`config.mk`:
```
export PLATFORM = sky130hd
export DESIGN_NAME = rate_monitor_flat
export DESIGN_NICKNAME = d
export VERILOG_FILES = /design/src/rtl/rate_monitor_pkg.sv /design/src/rtl/rate_monitor_if.sv /design/src/rtl/rate_monitor_window_timer.sv /design/src/rtl/rate_monitor.sv /design/src/flat_wrapper.sv
export SDC_FILE = /design/constraint.sdc
export NUM_CORES = 1
export LEC_CHECK = 0
export CORE_MARGIN = 8
export CORE_UTILIZATION = 41
export CTS_BUF_LIST = sky130_fd_sc_hd__clkbuf_8 sky130_fd_sc_hd__clkbuf_16
export CTS_CLUSTER_DIAMETER = 200
export DETAILED_ROUTE_END_ITERATION = 10
export PLACE_DENSITY_LB_ADDON = 0.1
export SLEW_MARGIN = 0
export SYNTH_ARGS = -nofsm -noshare
export SYNTH_HDL_FRONTEND = slang
export SYNTH_SLANG_ARGS = --single-unit
```
`constraint.sdc`:
```
create_clock -name clk -period 5.25 [get_ports clk]
set_clock_uncertainty 0.1 [all_clocks]
set_input_delay 1.05 -clock clk [delete_from_list [all_inputs] [get_ports clk]]
set_output_delay 1.05 -clock clk [all_outputs]
set_load 0.05 [all_outputs]
```
`src/rtl/rate_monitor_pkg.sv`:
```
// Shared types and default widths for the rate monitor.
// No logic; compile-time only.
// Imported by the interface, top and testbench.
package rate_monitor_pkg;

  localparam int COUNT_W_DEF = 32;
  localparam int WIN_W_DEF   = 16;

  typedef enum logic {
    IDLE = 1'b0,
    RUN  = 1'b1
  } state_t;

endpackage

```
`src/rtl/rate_monitor_if.sv`:
```
// Result handshake bundle: rate value, valid/ready pair and sticky overrun.
// No latency; wires only.
// Producer holds rate_out/rate_valid_out until rate_ready_in is seen high.
interface rate_monitor_if
  import rate_monitor_pkg::*;
#(
  parameter int COUNT_W = COUNT_W_DEF
);

  logic [COUNT_W-1:0] rate_out;
  logic               rate_valid_out;
  logic               rate_ready_in;
  logic               overrun_out;
  logic               clear_ovr_in;

  modport master (
    output rate_out,
    output rate_valid_out,
    output overrun_out,
    input  rate_ready_in,
    input  clear_ovr_in
  );

  modport slave (
    input  rate_out,
    input  rate_valid_out,
    input  overrun_out,
    output rate_ready_in,
    output clear_ovr_in
  );

endinterface

```
`src/rtl/rate_monitor_window_timer.sv`:
```
// Window down-counter: loads N-1, counts down, flags terminal when it reaches zero.
// terminal is combinational from the counter register (valid the cycle the count is 0).
// No backpressure; load has priority over decrement.
module window_timer #(
  parameter int WIN_W = 16
) (
  input  logic             clk,
  input  logic             rst_n,
  input  logic             load,
  input  logic [WIN_W-1:0] load_val,
  input  logic             dec,
  output logic             terminal
);

  logic [WIN_W-1:0] cnt;

  // Counter reloads at window start/boundary, otherwise decrements and parks at zero.
  always_ff @(posedge clk or negedge rst_n) begin
    if (!rst_n) begin
      cnt <= '0;
    end else if (load) begin
      cnt <= load_val;
    end else if (dec && (cnt != '0)) begin
      cnt <= cnt - WIN_W'(1);
    end
  end

  assign terminal = (cnt == '0);

endmodule

```
`src/rtl/rate_monitor.sv`:
```
// Measures count_in delta over windows of N cycles and presents it on a valid/ready port.
// Result appears one cycle after the terminal edge of each window.
// Full output register with no transfer drops the new result and sets sticky overrun.
module rate_monitor
  import rate_monitor_pkg::*;
#(
  parameter int COUNT_W = COUNT_W_DEF,
  parameter int WIN_W   = WIN_W_DEF
) (
  input  logic               clk,
  input  logic               rst_n,
  input  logic               enable_in,
  input  logic [WIN_W-1:0]   window_len_in,
  input  logic [COUNT_W-1:0] count_in,
  rate_monitor_if.master     res
);

  state_t             state;
  state_t             state_nxt;
  logic               timer_load;
  logic               base_load;
  logic               res_new;
  logic               terminal;
  logic [COUNT_W-1:0] baseline;
  logic [COUNT_W-1:0] delta;
  logic [COUNT_W-1:0] rate_q;
  logic               valid_q;
  logic               ovr_q;
  logic               xfer;
  logic               len_ok;

  assign len_ok = (window_len_in != '0);
  // Unsigned subtraction wraps naturally, so a counter rollover inside a window is fine.
  assign delta  = count_in - baseline;
  assign xfer   = valid_q && res.rate_ready_in;

  window_timer #(.WIN_W(WIN_W)) u_timer (
    .clk      (clk),
    .rst_n    (rst_n),
    .load     (timer_load),
    .load_val (window_len_in - WIN_W'(1)),
    .dec      (state == RUN),
    .terminal (terminal)
  );

  // State register.
  always_ff @(posedge clk or negedge rst_n) begin
    if (!rst_n) begin
      state <= IDLE;
    end else begin
      state <= state_nxt;
    end
  end

  // Next state and window controls; dropping enable abandons the partial window.
  always_comb begin
    state_nxt  = state;
    timer_load = 1'b0;
    base_load  = 1'b0;
    res_new    = 1'b0;
    case (state)
      IDLE: begin
        if (enable_in && len_ok) begin
          state_nxt  = RUN;
          timer_load = 1'b1;
          base_load  = 1'b1;
        end
      end
      RUN: begin
        if (!enable_in) begin
          state_nxt = IDLE;
        end else if (terminal) begin
          res_new   = 1'b1;
          base_load = 1'b1;
          if (len_ok) begin
            timer_load = 1'b1;
          end else begin
            state_nxt = IDLE;
          end
        end
      end
      default: state_nxt = IDLE;
    endcase
  end

  // Baseline snapshot at window start and at every window boundary.
  always_ff @(posedge clk or negedge rst_n) begin
    if (!rst_n) begin
      baseline <= '0;
    end else if (base_load) begin
      baseline <= count_in;
    end
  end

  // Output register: accept a new result when empty or emptying this edge.
  always_ff @(posedge clk or negedge rst_n) begin
    if (!rst_n) begin
      rate_q  <= '0;
      valid_q <= 1'b0;
    end else if (res_new && (!valid_q || xfer)) begin
      rate_q  <= delta;
      valid_q <= 1'b1;
    end else if (xfer) begin
      valid_q <= 1'b0;
    end
  end

  // Sticky overrun; a drop on the same edge as a clear keeps it set.
  always_ff @(posedge clk or negedge rst_n) begin
    if (!rst_n) begin
      ovr_q <= 1'b0;
    end else if (res_new && valid_q && !xfer) begin
      ovr_q <= 1'b1;
    end else if (res.clear_ovr_in) begin
      ovr_q <= 1'b0;
    end
  end

  assign res.rate_out       = rate_q;
  assign res.rate_valid_out = valid_q;
  assign res.overrun_out    = ovr_q;

endmodule

```
`src/flat_wrapper.sv`:
```
// flat-port wrapper written by rule: the top's interface ports become plain ports
module rate_monitor_flat import rate_monitor_pkg::*;
#(
  parameter int COUNT_W = COUNT_W_DEF,
  parameter int WIN_W   = WIN_W_DEF
)
  (clk, rst_n, enable_in, window_len_in, count_in, res_rate_out, res_rate_valid_out, res_overrun_out, res_rate_ready_in, res_clear_ovr_in);
  rate_monitor_if #(.COUNT_W(COUNT_W)) res_i ();
  input  logic clk;
  input  logic rst_n;
  input  logic enable_in;
  input  logic [WIN_W-1:0] window_len_in;
  input  logic [COUNT_W-1:0] count_in;
  output wire logic [$bits(res_i.rate_out)-1:0] res_rate_out;
  output wire logic [$bits(res_i.rate_valid_out)-1:0] res_rate_valid_out;
  output wire logic [$bits(res_i.overrun_out)-1:0] res_overrun_out;
  input wire logic [$bits(res_i.rate_ready_in)-1:0] res_rate_ready_in;
  input wire logic [$bits(res_i.clear_ovr_in)-1:0] res_clear_ovr_in;
  assign res_rate_out = res_i.rate_out;
  assign res_rate_valid_out = res_i.rate_valid_out;
  assign res_overrun_out = res_i.overrun_out;
  assign res_i.rate_ready_in = res_rate_ready_in;
  assign res_i.clear_ovr_in = res_clear_ovr_in;
  rate_monitor #(.COUNT_W(COUNT_W), .WIN_W(WIN_W)) u_core (.clk(clk), .rst_n(rst_n), .enable_in(enable_in), .window_len_in(window_len_in), .count_in(count_in), .res(res_i));
endmodule
```
==> results of run 1 <==
==> cell type report <==
type | instances | area [um^2]
flip-flops and latches | 83 | 2080
clock inverters | 5 | 22.5
repair buffers | 94 | 918
well taps | 176 | 220
inverters | 41 | 154
multi-input cells | 495 | 3140
fillers | 1251 | 6320
clock buffers | 10 | 239
==> metrics by stage <==
step | setup slack [ns] | util (%) | instances | area [um^2] | hold WS, ns
finish | 0.553 | 51.7 | 904 | 6770 | 0.379
global route | 0.280 | 51.7 | 904 | 6770 | 0.400
CTS | 0.595 | 51.7 | 904 | 6770 | 0.386
detailed placement | 0.236 | 49.7 | 889 | 6510 | 0.369
global placement | 0.341 | 49.7 | 889 | 6510 | 0.365
floorplan | 0.959 | - | 643 | 5450 | 0.365
==> cell families after synthesis <==
kind of cell | Yosys count | synth area share [%]
AO/OA/AOI/OAI | 196 | 22.5
XOR/XNOR | 26 | 4.18
adder cells (fa/ha/maj) | 33 | 7.72
buffers and inverters | 65 | 4.50
flip-flops | 83 | 38.1
multiplexers | 8 | 1.63
AND/OR/NAND/NOR | 232 | 21.3
==> sequential cells by signal, indices dropped and copies added, names as in the netlist <==
signal	count
u_core.res.overrun_out	1
u_core.state	1
u_core.res.rate_valid_out	1
u_core.baseline	32
u_core.u_timer.cnt	16
u_core.res.rate_out	32
==> power breakdown <==
group	total, uW	internal (uW)	switching, uW
clock	577	325	252
combinational	644	283	361
sequential	768	712	56.0
==> critical path, cell delays in order <==
cell and delay (ns):
clkdlybuf4s50_1 0.52, nor4_1 0.39, nand3_1 0.24, o31ai_4 0.28
nor2_1 0.20, mux2i_1 0.20, ha_1 0.20, or3b_2 0.47
or3_1 0.36, nor3_1 0.13, o21ai_0 0.18, a22oi_2 0.26
nand2_2 0.10, mux2i_1 0.17, o21a_1 0.14
==> worst max path at each step <==
stage                                   endpoint  depth (start not counted)  slack [ns]        startpoint
after global routing      u_core.u_timer.cnt[10]                         15        0.28  window_len_in[0]
final                     u_core.u_timer.cnt[14]                         15        0.55  window_len_in[0]
after CTS                 u_core.u_timer.cnt[14]                         15        0.60  window_len_in[0]
after floorplan           u_core.u_timer.cnt[14]                         14        0.96  window_len_in[3]
after detailed placement  u_core.u_timer.cnt[14]                         15        0.24  window_len_in[0]
after global placement    u_core.u_timer.cnt[10]                         15        0.34  window_len_in[0]
==> cells in the mapped netlist, types with 3 or more instances <==
library cell,number
nand2_1,92
o21ai_0,86
dfrtp_1,83
inv_1,41
nor2_1,39
a21oi_1,36
ha_1,32
clkbuf_1,21
xnor2_1,15
nand3_1,13
nor3_1,13
a21o_1,11
xor2_1,11
or3_1,10
a211oi_1,9
nand2b_1,8
nand4_1,8
a31oi_1,6
nor2b_1,5
nor3b_1,5
o31ai_1,5
or4_1,5
a31o_2,4
and3_1,4
mux2i_1,4
nand4b_1,4
nor4_1,4
o211ai_1,4
o21a_1,4
o31a_1,4
mux2_2,3
nor4b_1,3
or2_2,3
==> layer usage <==
metal	wire length, um	up-vias
met5	0	-
met4	229	0
met3	605	15
met2	6720	90
met1	6670	2278
li1	-	2469
==> reports/results.ini, run 1 <==
[drt]
viasPerCell = 5.37
first_iter_violations = 376
dr.pass1.iters = 4
drt_wl_total_um = 14200
vias = 4852
ant_nets = 0
wl_per_cell_um = 15.7
drc = 0

[clock_tree]
clock-sinks = 83
cts_buffers = 9
cts.repair.resized = 0
clockRootBuffer = clkbuf_16
clk_pin_slew_ns = 0.06
clk_latency_ns = 0.34
cts_tree = yes
h-tree-depth = 3
ctsLongestPathBuffers = 2
cts_hold_buffers = 0
post-cts-setup-buffers = 0

[timing]
timing.fmax_mhz = 213
slew_headroom_pct = 48.0
rsz0062_at_grt = no
tns_ns = 0
finalHoldViolations = 0
maxSlewViolCount = 0
worst_slew_pin_slew_ns = 0.778
period_share_pct = 89.5
finalCriticalPeriod_ns = 4.70
finalSetupViolations = 0

[synthesis]
synth_area_per_cell_um2 = 8.47
synth_top_area_share_pct = 38.1
netlist_instances = 643
synth_edf_count = 0
dominantRegCellSynth = dfrtp_1
netlist.top_cell.by_area = dfrtp_1
yosysWarnings = 0
ys_seq_elements = 83
async_flop_share_pct = 100
synth_area_leaders = dfrtp_1 38%, o21ai_0 7.9%, ha_1 7.3%, nand2_1 6.3%, a21oi_1 3.3%
syn-cell-area_mm2 = 0.00545
synthDistinctLibCells = 68
seq_area_frac_synth_pct = 38.1
synth_nets = 729

[finish]
diodes = 0
num-nets-final = 810
syn_to_final_growth_pct = 24.2
drive_gt1_share_pct = 6.59
layout_common_cells = 92 x nand2_1, 86 x o21ai_0, 85 x clkdlybuf4s50_1
final_common_cell = nand2_1

[global_routing]
grt_overflow_total = 0
met1_usage_pct = 21.4
grt_use_met2_pct = 27.1
grt_pass1_wl_um = 24000
busiest_layer = met2
grt_util_met3_pct = 3.28
antenna_found_initial = 0
grt_use_total_pct = 16.7
grt_pass1_vias = 4930
grt_start_max_net_pins = 45

[die]
ioPinCount = 87
core_mm2 = 0.0131
initial_core_util_pct = 41.6
die_h_um = 131
die_w_um = 131
dieArea_mm2 = 0.0172
fp-row-count = 42

[worst_setup_path]
reg2reg_depth = 14
required_ns = 5.43
crit_arrival_ns = 4.88
end_kind = flop
critPathMaxFanout = 8
rr_endpoint = u_core.u_timer.cnt[14]
timing.rr.start = u_core.u_timer.cnt[1]
critPathLaunchType = input port
critPathKind = in2reg
r2r_slack_ns = 0.87

[worst_hold_path]
hp-start = u_core.res.rate_out[8]
hp-class = reg2reg
hold_depth = 2
hold_path_end = u_core.res.rate_out[8]

[placed_design]
place_hpwl_um = 10600
place.port_buffers = 86
gp_congestion = 0.888

[pwr]
finalPower_uw = 1990
power-per-cell-area_mw_per_mm2 = 294
leakagePower_uw = 0.00287
vdd_drop_max_mv = 0.112

[run]
drv_cap = 0

[status]
status = finished, final reports clean

No activity file was read; power rests on OpenSTA's default activity.
==> inputs of run 2 (changes only) <==
PLACE_DENSITY_LB_ADDON = 0.3   (was 0.1)
==> run 2 against run 1 <==
  * Global-route usage about the same
  * Critical endpoint is now u_core.u_timer.cnt[10]
  * Maximum frequency down 1.6%
  * Via count up 3.3%
  * Core utilization about the same
  * Sequential cell count unchanged
  * Die area unchanged
  * Largest cell class unchanged
  * Non-clock buffer count down 3
  * Sequential power about the same
  * Setup slack worse by 0.077 ns
  * Sequential share of layout area about the same
  * Critical path depth unchanged
  * Final cell count down 0.33%
==> reports/results.ini, run 2 (synthesized netlist as in run 1, its figures left out) <==
[status]
status = finished, final reports clean

[placed_design]
place_hpwl_um = 10400
placed_cell_area_mm2 = 0.00648
place_ws_ns = 0.149
place.port_buffers = 86
gp_congestion = 0.913

[clock_tree]
cts_tree = yes
ctsLongestPathBuffers = 2
clk_latency_ns = 0.34
cts.repair.resized = 0
clock-sinks = 83
clk_pin_slew_ns = 0.06
cts_hold_buffers = 0
post-cts-setup-buffers = 0
clockRootBuffer = clkbuf_16
h-tree-depth = 3
cts_buffers = 9

[timing]
tns_ns = 0
finalHoldViolations = 0
period_share_pct = 90.9
maxSlewViolCount = 0
finalCriticalPeriod_ns = 4.77
rsz0062_at_grt = no
worst_slew_pin_slew_ns = 1.07
worst_hold_slack_ns = 0.377
timing.fmax_mhz = 209
finalSetupViolations = 0
fin_ws_ns = 0.476
slew_headroom_pct = 28.6

[worst_setup_path]
r2r_slack_ns = 0.58
critPathMaxFanout = 8
critPathMostFrequentCell = o21ai_0
max_stage_delay_ns = 0.52
critPathLaunchType = input port
critPathKind = in2reg
end_kind = flop
cpMaxStageDelayCell = clkdlybuf4s50_1
crit_chain = clkdlybuf4s50_1 > nor4_1 > nand3_1 > o31ai_4 > nor2_1 > mux2i_1 > ha_1 > or3b_2 > or3_1 > nor3_1 > o21ai_0 > a22oi_2 > o21ai_0 > nand2_1 > o21ai_0
required_ns = 5.32
crit_arrival_ns = 4.85

[global_routing]
grt_use_total_pct = 16.7
grt_pass1_wl_um = 24400
grt_overflow_total = 0
grt_start_max_net_pins = 84
antenna_found_initial = 0
grt_pass1_vias = 5156

[drt]
drt_wl_total_um = 14300
dr.pass1.iters = 5
viasPerCell = 5.56
first_iter_violations = 436
ant_nets = 0
drc = 0
vias = 5012
wl_per_cell_um = 15.8

[die]
initial_core_util_pct = 41.6
die_h_um = 131
core_mm2 = 0.0131
dieArea_mm2 = 0.0172
ioPinCount = 87
fp-row-count = 42
die_w_um = 131

[finish]
utilization_pct = 51.7
final_common_cell = nand2_1
syn_to_final_growth_pct = 24.2
layout_common_cells = 92 x nand2_1, 86 x o21ai_0, 85 x clkdlybuf4s50_1
num-nets-final = 807
drive_gt1_share_pct = 6.34
diodes = 0
design_area_mm2 = 0.00676

[pwr]
power-per-cell-area_mw_per_mm2 = 299
leakagePower_uw = 0.00286
vdd_drop_max_mv = 0.165

[worst_hold_path]
hp-class = reg2reg

[run]
drv_cap = 0

[run 2: worst paths after layout]
check | from | cells past startpoint | end
max | window_len_in[0] | 15 | u_core.u_timer.cnt[10]
max in group asynchronous | rst_n | 1 | u_core.res.rate_out[19]
max reg2reg | u_core.u_timer.cnt[9] | 15 | u_core.u_timer.cnt[10]
min reg2reg | u_core.res.rate_out[6] | 2 | u_core.res.rate_out[6]
min in group asynchronous | rst_n | 1 | u_core.u_timer.cnt[9]
min | u_core.res.rate_out[6] | 2 | u_core.res.rate_out[6]
[run 2: worst max-delay path: cells and delay by family]
kind	cells	cell delay, ns
AND/OR/NAND/NOR	7	1.91
AO/OA/AOI/OAI	5	0.94
buffers and inverters	1	0.52
multiplexers	1	0.22
adder cells (fa/ha/maj)	1	0.19
[run 2: cell type report]
class	count	area, um^2
fill	1171	6320
multi-input combinational	495	3140
sequential	83	2080
timing repair buffer	91	896
clock buffer	12	267
tap	176	220
inverter	41	154
clock inverter	3	13.8
[run 2: report_power, final]
part / internal [uW] / leakage, uW / switching, uW
combinational: 282 / 0.00165 / 365
sequential: 712 / 0.00106 / 57.6
clock: 353 / 0.000146 / 251
[run 2: layer usage]
| metal | vias up | global-route usage [%] | share of wire (%) |
|---|---|---|---|
| met4 | 0 | 6.51 | 2.2 |
| li1 | 2459 | - | - |
| met5 | - | 0 | 0 |
| met3 | 26 | 4.27 | 5.5 |
| met1 | 2354 | 21.2 | 47 |
| met2 | 173 | 26.7 | 46 |
[run 2: metrics by stage]
stage	total power [uW]	instances
after detailed placement	1420	886
after global routing	2160	901
final	2020	901
after floorplan	1220	643
after global placement	1400	886
after CTS	2040	901
==> inputs of run 3 (changes only) <==
CELL_PAD_IN_SITES_DETAIL_PLACEMENT = 1   (was default)
CELL_PAD_IN_SITES_GLOBAL_PLACEMENT = 1   (was default)
==> run 3 against run 2 <==
  * Routed wire length increased by 14%
  * Die area is the same
  * Hold slack improved by 0.00066 ns
==> reports/results.ini, run 3 (synthesized netlist as in run 1, its figures left out) <==
[status]
status = finished, final reports clean

[clock_tree]
h-tree-depth = 3
clk_pin_slew_ns = 0.06
cts_buffers = 9
clock-sinks = 83
post-cts-setup-buffers = 0
cts_tree = yes
clk_latency_ns = 0.34
cts.repair.resized = 0
ctsLongestPathBuffers = 2
cts_hold_buffers = 0
clockRootBuffer = clkbuf_16

[placed_design]
place_hpwl_um = 12100
gp_congestion = 0.862
placed_cell_area_mm2 = 0.00651
place_inst = 889
place.port_buffers = 86

[worst_setup_path]
required_ns = 5.33
crit_arrival_ns = 4.87
end_kind = flop
crit_chain = clkdlybuf4s50_1 > nor4_1 > nand3_1 > o31ai_4 > nor2_1 > mux2i_1 > ha_1 > or3b_2 > or3_1 > nor3_1 > o21ai_0 > a22oi_2 > o21ai_0 > nand2_1 > o21ai_0
r2r_slack_ns = 0.80
cpMaxStageDelayCell = clkdlybuf4s50_1
critPathMostFrequentCell = o21ai_0
critPathLaunchType = input port
critPathMaxFanout = 8
critPathKind = in2reg
max_stage_delay_ns = 0.51

[timing]
worst_slew_pin_slew_ns = 1.09
tns_ns = 0
period_share_pct = 91.3
rsz0062_at_grt = no
maxSlewViolCount = 0
timing.fmax_mhz = 209
finalSetupViolations = 0
slew_headroom_pct = 27.6
finalCriticalPeriod_ns = 4.79
finalHoldViolations = 0

[die]
die_w_um = 131
dieArea_mm2 = 0.0172
initial_core_util_pct = 41.6
die_h_um = 131
core_mm2 = 0.0131
fp-row-count = 42
ioPinCount = 87

[pwr]
finalPower_uw = 2020
leakagePower_uw = 0.00286
vdd_drop_max_mv = 0.152
power-per-cell-area_mw_per_mm2 = 298

[finish]
layout_common_cells = 92 x nand2_1, 86 x o21ai_0, 85 x clkdlybuf4s50_1
drive_gt1_share_pct = 6.74
fillers = 1554
final_common_cell = nand2_1
design_area_mm2 = 0.00677
num-nets-final = 810
stdcell_count = 903
diodes = 0
syn_to_final_growth_pct = 24.3

[global_routing]
grt_start_max_net_pins = 84
grt_pass1_vias = 5694
antenna_found_initial = 0
grt_overflow_total = 0
grt_use_total_pct = 19.3
grt_pass1_wl_um = 27900

[drt]
viasPerCell = 5.62
dr.pass1.iters = 4
first_iter_violations = 285
vias = 5072
wl_per_cell_um = 18.0
drt_wl_total_um = 16200
drc = 0
ant_nets = 0

[run]
drv_cap = 0

[worst_hold_path]
hp-class = reg2reg

==> run 3: cell types whose count changed in the layout (fill, tap and decap cells not counted) <==
| cell | before | now |
|---|---|---|
| inv_1 | 42 | 41 |
| clkbuf_8 | 3 | 2 |
| clkinv_2 | 2 | 3 |
| buf_4 | 6 | 9 |
==> run 3: final timing paths <==
check,from,end,depth (start not counted)
max,window_len_in[1],u_core.u_timer.cnt[10],15
min,u_core.res.rate_out[10],u_core.res.rate_out[10],2
max reg2reg,u_core.u_timer.cnt[9],u_core.u_timer.cnt[10],14
min reg2reg,u_core.res.rate_out[10],u_core.res.rate_out[10],2
max in group asynchronous,rst_n,u_core.baseline[7],1
min in group asynchronous,rst_n,u_core.u_timer.cnt[9],1
==> run 3: final cells by class <==
class	instances	area, um^2	share of cell area [%]
clock buffer	11	253	3.73
clock inverter	3	15.0	0.222
inverter	41	154	2.27
multi-input combinational	495	3140	46.3
sequential	83	2080	30.7
tap	176	220	3.25
timing repair buffer	94	918	13.6
==> run 3: critical path, delay by kind of cell <==
family / cells / cell delay (ns)
fa+ha+maj: 1 / 0.20
compound gates: 5 / 0.93
buf+inv: 1 / 0.51
mux: 1 / 0.19
simple gates: 7 / 1.97
==> run 3: per-stage QoR <==
stage / util, % / setup slack [ns] / hold WS, ns
3_5_place_dp: 49.7 / 0.136 / 0.370
2_1_floorplan: - / 0.959 / 0.365
3_3_place_gp: 49.7 / 0.328 / 0.364
5_1_grt: 51.8 / 0.229 / 0.421
6_report: 51.8 / 0.457 / 0.378
4_1_cts: 51.8 / 0.463 / 0.384
==> run 3: routing by layer <==
metal  track usage [%]  part of all wire, %  up-vias
met5                 0                    0        -
met4              5.68                  1.2        0
met3              4.00                  3.3       16
met2              33.9                   51       82
met1              23.2                   45     2506
li1                  -                    -     2468
==> run 3: power breakdown <==
group,internal [uW],switching [uW]
logic,284,379
registers,712,57.3
clock network,338,249
